**src/rtl/matmul_sequencer.sv**
```systemverilog
// Control sequencer for an N x N matrix multiply on a single MAC unit.
// Walks C[i][j] in row-major order; every output is driven from a flop.
module matmul_sequencer #(
    parameter int unsigned N  = 3,
    parameter int unsigned IW = 3
) (
    input  logic          clk,
    input  logic          reset,
    input  logic          start,
    input  logic          abort,
    output logic [IW-1:0] mux_select1,
    output logic [IW-1:0] mux_select2,
    output logic [IW-1:0] row_idx,
    output logic [IW-1:0] col_idx,
    output logic          acc_clr,
    output logic          acc_en,
    output logic          output_set,
    output logic          output_clr,
    output logic          mem_clr,
    output logic          busy,
    output logic          done
);

    typedef enum logic [2:0] {StIdle, StMclr, StAclr, StMac, StWrite, StFin} state_e;

    localparam logic [IW-1:0] Last = IW'(N - 1);

    state_e        state_q, state_d;
    logic [IW-1:0] i_q, i_d, j_q, j_d, k_q, k_d;

    always_comb begin
        state_d = state_q;
        i_d     = i_q;
        j_d     = j_q;
        k_d     = k_q;
        unique case (state_q)
            StIdle: begin
                i_d = '0;
                j_d = '0;
                k_d = '0;
                if (start) state_d = StMclr;
            end
            StMclr: begin
                i_d     = '0;
                j_d     = '0;
                state_d = StAclr;
            end
            StAclr: begin
                k_d     = '0;
                state_d = StMac;
            end
            StMac: begin
                if (k_q == Last) begin
                    k_d     = '0;
                    state_d = StWrite;
                end else begin
                    k_d = k_q + 1'b1;
                end
            end
            StWrite: begin
                if (j_q != Last) begin
                    j_d     = j_q + 1'b1;
                    state_d = StAclr;
                end else if (i_q != Last) begin
                    j_d     = '0;
                    i_d     = i_q + 1'b1;
                    state_d = StAclr;
                end else begin
                    state_d = StFin;
                end
            end
            StFin: begin
                i_d     = '0;
                j_d     = '0;
                k_d     = '0;
                state_d = StIdle;
            end
            default: state_d = StIdle;
        endcase
        // Abort beats every other transition once a run is under way.
        if (abort && state_q != StIdle) begin
            state_d = StIdle;
            i_d     = '0;
            j_d     = '0;
            k_d     = '0;
        end
    end

    // Outputs are decoded from the next state so they line up with the state they describe.
    always_ff @(posedge clk or negedge reset) begin
        if (!reset) begin
            state_q     <= StIdle;
            i_q         <= '0;
            j_q         <= '0;
            k_q         <= '0;
            mux_select1 <= '0;
            mux_select2 <= '0;
            row_idx     <= '0;
            col_idx     <= '0;
            acc_clr     <= 1'b0;
            acc_en      <= 1'b0;
            output_set  <= 1'b0;
            output_clr  <= 1'b0;
            mem_clr     <= 1'b0;
            busy        <= 1'b0;
            done        <= 1'b0;
        end else begin
            state_q     <= state_d;
            i_q         <= i_d;
            j_q         <= j_d;
            k_q         <= k_d;
            mux_select1 <= (state_d == StMac) ? k_d : '0;
            mux_select2 <= (state_d == StMac) ? k_d : '0;
            row_idx     <= i_d;
            col_idx     <= j_d;
            acc_clr     <= (state_d == StAclr);
            acc_en      <= (state_d == StMac);
            output_set  <= (state_d == StWrite);
            output_clr  <= abort && (state_q != StIdle);
            mem_clr     <= (state_d == StMclr);
            busy        <= (state_d != StIdle);
            done        <= (state_d == StFin);
        end
    end

endmodule

```
**config.mk**
```make
export PLATFORM = sky130hd
export DESIGN_NAME = matmul_sequencer
export DESIGN_NICKNAME = d
export VERILOG_FILES = /design/src/rtl/matmul_sequencer.sv
export SDC_FILE = /design/constraint.sdc
export NUM_CORES = 1
export LEC_CHECK = 0
export ABC_AREA = 1
export ABC_CLOCK_PERIOD_IN_PS = 1150
export BUFFER_PORTS_ARGS = -buffer_cell sky130_fd_sc_hd__buf_2
export CAP_MARGIN = 20
export CORE_ASPECT_RATIO = 0.8
export CORE_UTILIZATION = 40
export CTS_CLUSTER_SIZE = 10
export DETAILED_ROUTE_END_ITERATION = 8
export PLACE_DENSITY = 0.67
export SYNTH_ARGS = -nofsm -noshare
export SYNTH_HDL_FRONTEND = slang
export SYNTH_SLANG_ARGS = --single-unit
```
**constraint.sdc**
```tcl
create_clock -name clk -period 1.15 [get_ports clk]
set_input_delay 0.23 -clock clk [delete_from_list [all_inputs] [get_ports clk]]
set_output_delay 0.23 -clock clk [all_outputs]
set_load 0.005 [all_outputs]
```
==> results.yml <==
status:
  status: "finished, violations left"
  violations: "setup timing"
drt:
  via_count: 1092
  drc_errors: 0
  routed_vias_inst: 4.88
  wirelength_um: 2810
  final_antenna_net_count: 0
  routed_wire_length_per_instance_um: 12.5
  dr.first_iter.drc_count: 35
  drt-pass1-iter-count: 4
finish:
  sequential_cell_area_um2: 551
  total_number_of_nets_in_the_final_design: 195
  syn_to_final_growth_pct: 49.4
  area_taken_by_multi_input_logic_gates_um2: 587
  most-common-layout-cells: "sky130_fd_sc_hd__dfrtp_1 (22), sky130_fd_sc_hd__buf_4 (22), sky130_fd_sc_hd__nand2_1 (20)"
  insertedDiodeCount: 0
  layout-drive-gt1-share: 0.527
  filler_cell_count: 217
  finish.cell_count_without_fillers: 224
  finish.utilization: 0.661
placement:
  dp.final_hpwl_um: 1830
  numPlacedInstances: 209
  port-buffer-count: 22
  finalWeightedCongestion: 0.832
logic_synthesis:
  synth.avg_cell_area_um2: 8.27
  synth_sequential_area_ratio: 0.486
  yosys_warning_count: 0
  synth_largest_area_cell: "sky130_fd_sc_hd__dfrtp_1"
  yosys.cell_types.count: 21
  synthesis.area_um2: 1130
  dominant_cells_by_area_after_synthesis: "sky130_fd_sc_hd__dfrtp_1 (49%), sky130_fd_sc_hd__nand2_1 (9.9%), sky130_fd_sc_hd__inv_1 (6.3%)"
  syn-instance-count: 137
  synth.ff_latch_count: 22
  synth_top_area_share: 0.486
  syn_nets: 143
worst_setup_path:
  crit_path_start: "state_q[1]"
  timing.setup.critical_path_class: "reg -> reg"
  worstPathRequired_ps: 1410
  cp.arrival_ps: 1570
  reg2reg_from: "state_q[1]"
  crit_path_top_delay_cell: "sky130_fd_sc_hd__dfrtp_1"
  cp_slowest_stage_delay_ps: 430
  critPathMostFrequentCell: "sky130_fd_sc_hd__nand2_1"
  crit_path_cell_trace: "nor2_2, inv_2, nor3_2, nand2_1, nand2_2, nand2_1, o21ai_1"
  timing.critical_path.from_type: "flop"
  timing.critical_path.to_type: "flop"
  crit_path_max_fanout: 6
sta:
  period_share: 1.14
  tns_ps: -2540
  timing.final.ws_setup_ps: -165
  worst_pin_slew_ps: 497
  finalWorstPathRequiredPeriod_ps: 1310
  timing.final.setup_violations: 25
  max_freq_mhz: 761
  worst_clock_skew_ps: 4.75
  unrepaired_setup_endpoints_after_global_routing: "true"
  slew_headroom: 0.669
  fin_worst_hold_slack_ps: 144
  final-hold-violation-count: 0
  final-max-slew-violation-count: 0
clocking:
  clock_sinks: 22
  clk_latency_ps: 320
  cts-buffers-inserted: 3
  clkTransAtPathRegs_ps: 120
  cts-htree-levels: 1
  ctsLongestPathBuffers: 2
  cts_tree: "built"
  cts_root_buf: "sky130_fd_sc_hd__clkbuf_4"
run:
  cap_viol_max_count: 0
pwr:
  power.share.clock: 0.123
  intPower_mw: 2.04
  power.sequential.fraction: 0.307
  leakagePower_nw: 0.902
  design_power_total_mw: 3.58
  p_per_area_nw_per_um2: 2110
  power.switching_fraction: 0.430
  peakVddDrop_uv: 1300
  share_comb_of_total_power: 0.570
  netSwitchingPower_mw: 1.54
floorplanning:
  core_um2: 2560
  io-pin-count: 23
  initial_util: 0.442
  die_w_um: 61.5
  die_area_um2: 3050
  rows: 16
  chipHeight_um: 49.6
global_routing:
  first_global_vias: 1039
  grt_start_max_net_pins: 23
  global_route_wire_length_before_repair_um: 4530
  grt_antenna_before_repair: 0
  grt_overflow: 0
  grt_util_all_layers: 0.206
hold_path:
  hold_path.startpoint: "start"
  hold_class: "in -> reg"
==> what timing repair did <==
item                                    in CTS  in global routing
hold endpoints to repair                    22                  0
endpoints found under the setup margin      25                 26
hold buffers                                 1                  0
setup buffers                                6                  5
gates resized for setup                     35                 12
pin swaps                                   17                 15
cloned                                       0                  0
==> synthesized netlist by cell type <==
cell / instances
sky130_fd_sc_hd__nand4_1: 3
sky130_fd_sc_hd__dfrtp_1: 22
sky130_fd_sc_hd__nor2_2: 3
sky130_fd_sc_hd__nand2_4: 1
sky130_fd_sc_hd__a21oi_1: 1
sky130_fd_sc_hd__buf_2: 1
sky130_fd_sc_hd__buf_4: 3
sky130_fd_sc_hd__o21ai_0: 8
sky130_fd_sc_hd__nand2_2: 3
sky130_fd_sc_hd__ha_1: 2
sky130_fd_sc_hd__xor2_1: 2
sky130_fd_sc_hd__inv_1: 19
sky130_fd_sc_hd__nor3_2: 2
sky130_fd_sc_hd__nor2_4: 1
sky130_fd_sc_hd__o21ai_1: 5
sky130_fd_sc_hd__inv_6: 1
sky130_fd_sc_hd__nand3_1: 11
sky130_fd_sc_hd__nand2_1: 30
sky130_fd_sc_hd__nand3_2: 4
sky130_fd_sc_hd__inv_2: 4
sky130_fd_sc_hd__nor2_1: 11
==> kinds of logic (layout without fill, tap and decap cells) <==
family	Yosys count	after routing	share of synthesized area
simple gates	69	69	0.307
flops	22	22	0.486
buf+inv	28	79	0.108
fa+ha+maj	2	2	0.0221
compound gates	14	14	0.0618
xor+xnor	2	2	0.0155
==> state kept, by name, indices dropped and copies added, names as in the netlist, 3 cells and up <==
| signal | cells |
|---|---|
| i_q | 3 |
| j_q | 3 |
| k_q | 3 |
| mux_select2 | 3 |
| state_q | 3 |
==> worst max-delay path, delay by kind of cell, from the launching register on <==
kind,cells,cell delay (ps)
and+or+nand+nor,5,670
DFF,1,430
buffers and inverters,1,80
AOI/OAI and AO/OA,1,70
==> final timing paths <==
check	to	slack, ps	cells past startpoint
setup / recovery	j_q[2]	-160	7
hold / removal	mem_clr	140	3
setup reg to reg	j_q[2]	-160	7
hold reg to reg	i_q[0]	660	3
max in group asynchronous	mux_select2[1]	420	2
min in group asynchronous	j_q[1]	390	2
==> stage by stage <==
step | setup slack [ps] | cell area, um2
after floorplan | -80.3 | 1150
after detailed placement | -177 | 1410
after global placement | -115 | 1410
final | -165 | 1690
after CTS | -161 | 1610
after global routing | -277 | 1690
==> layout make-up <==
type                    instances  area share
flip-flops and latches         22       0.325
inverters                      24      0.0576
well taps                      36      0.0266
multi-input cells              87       0.346
clock buffers                   4      0.0214
repair buffers                 51       0.223
==> power groups by stage <==
| stage | sequential [mW] | clock [mW] | combinational, mW |
|---|---|---|---|
| finish | 1.10 | 0.440 | 2.04 |
| global placement | 1.09 | 0 | 1.46 |
| detailed placement | 1.10 | 0 | 1.50 |
| floorplan | 1.13 | 0 | 0.877 |
| global route | 1.12 | 0.463 | 2.23 |
| CTS | 1.10 | 0.439 | 1.84 |
==> per-layer routing <==
| layer | GRT usage | routed length, um | vias to the layer above |
|---|---|---|---|
| met1 | 0.248 | 1170 | 532 |
| met4 | 0.0778 | 50 | 0 |
| met5 | 0 | 0 | - |
| met2 | 0.342 | 1460 | 24 |
| li1 | - | - | 530 |
| met3 | 0.0551 | 124 | 6 |
No activity file was read; power rests on OpenSTA's default activity.
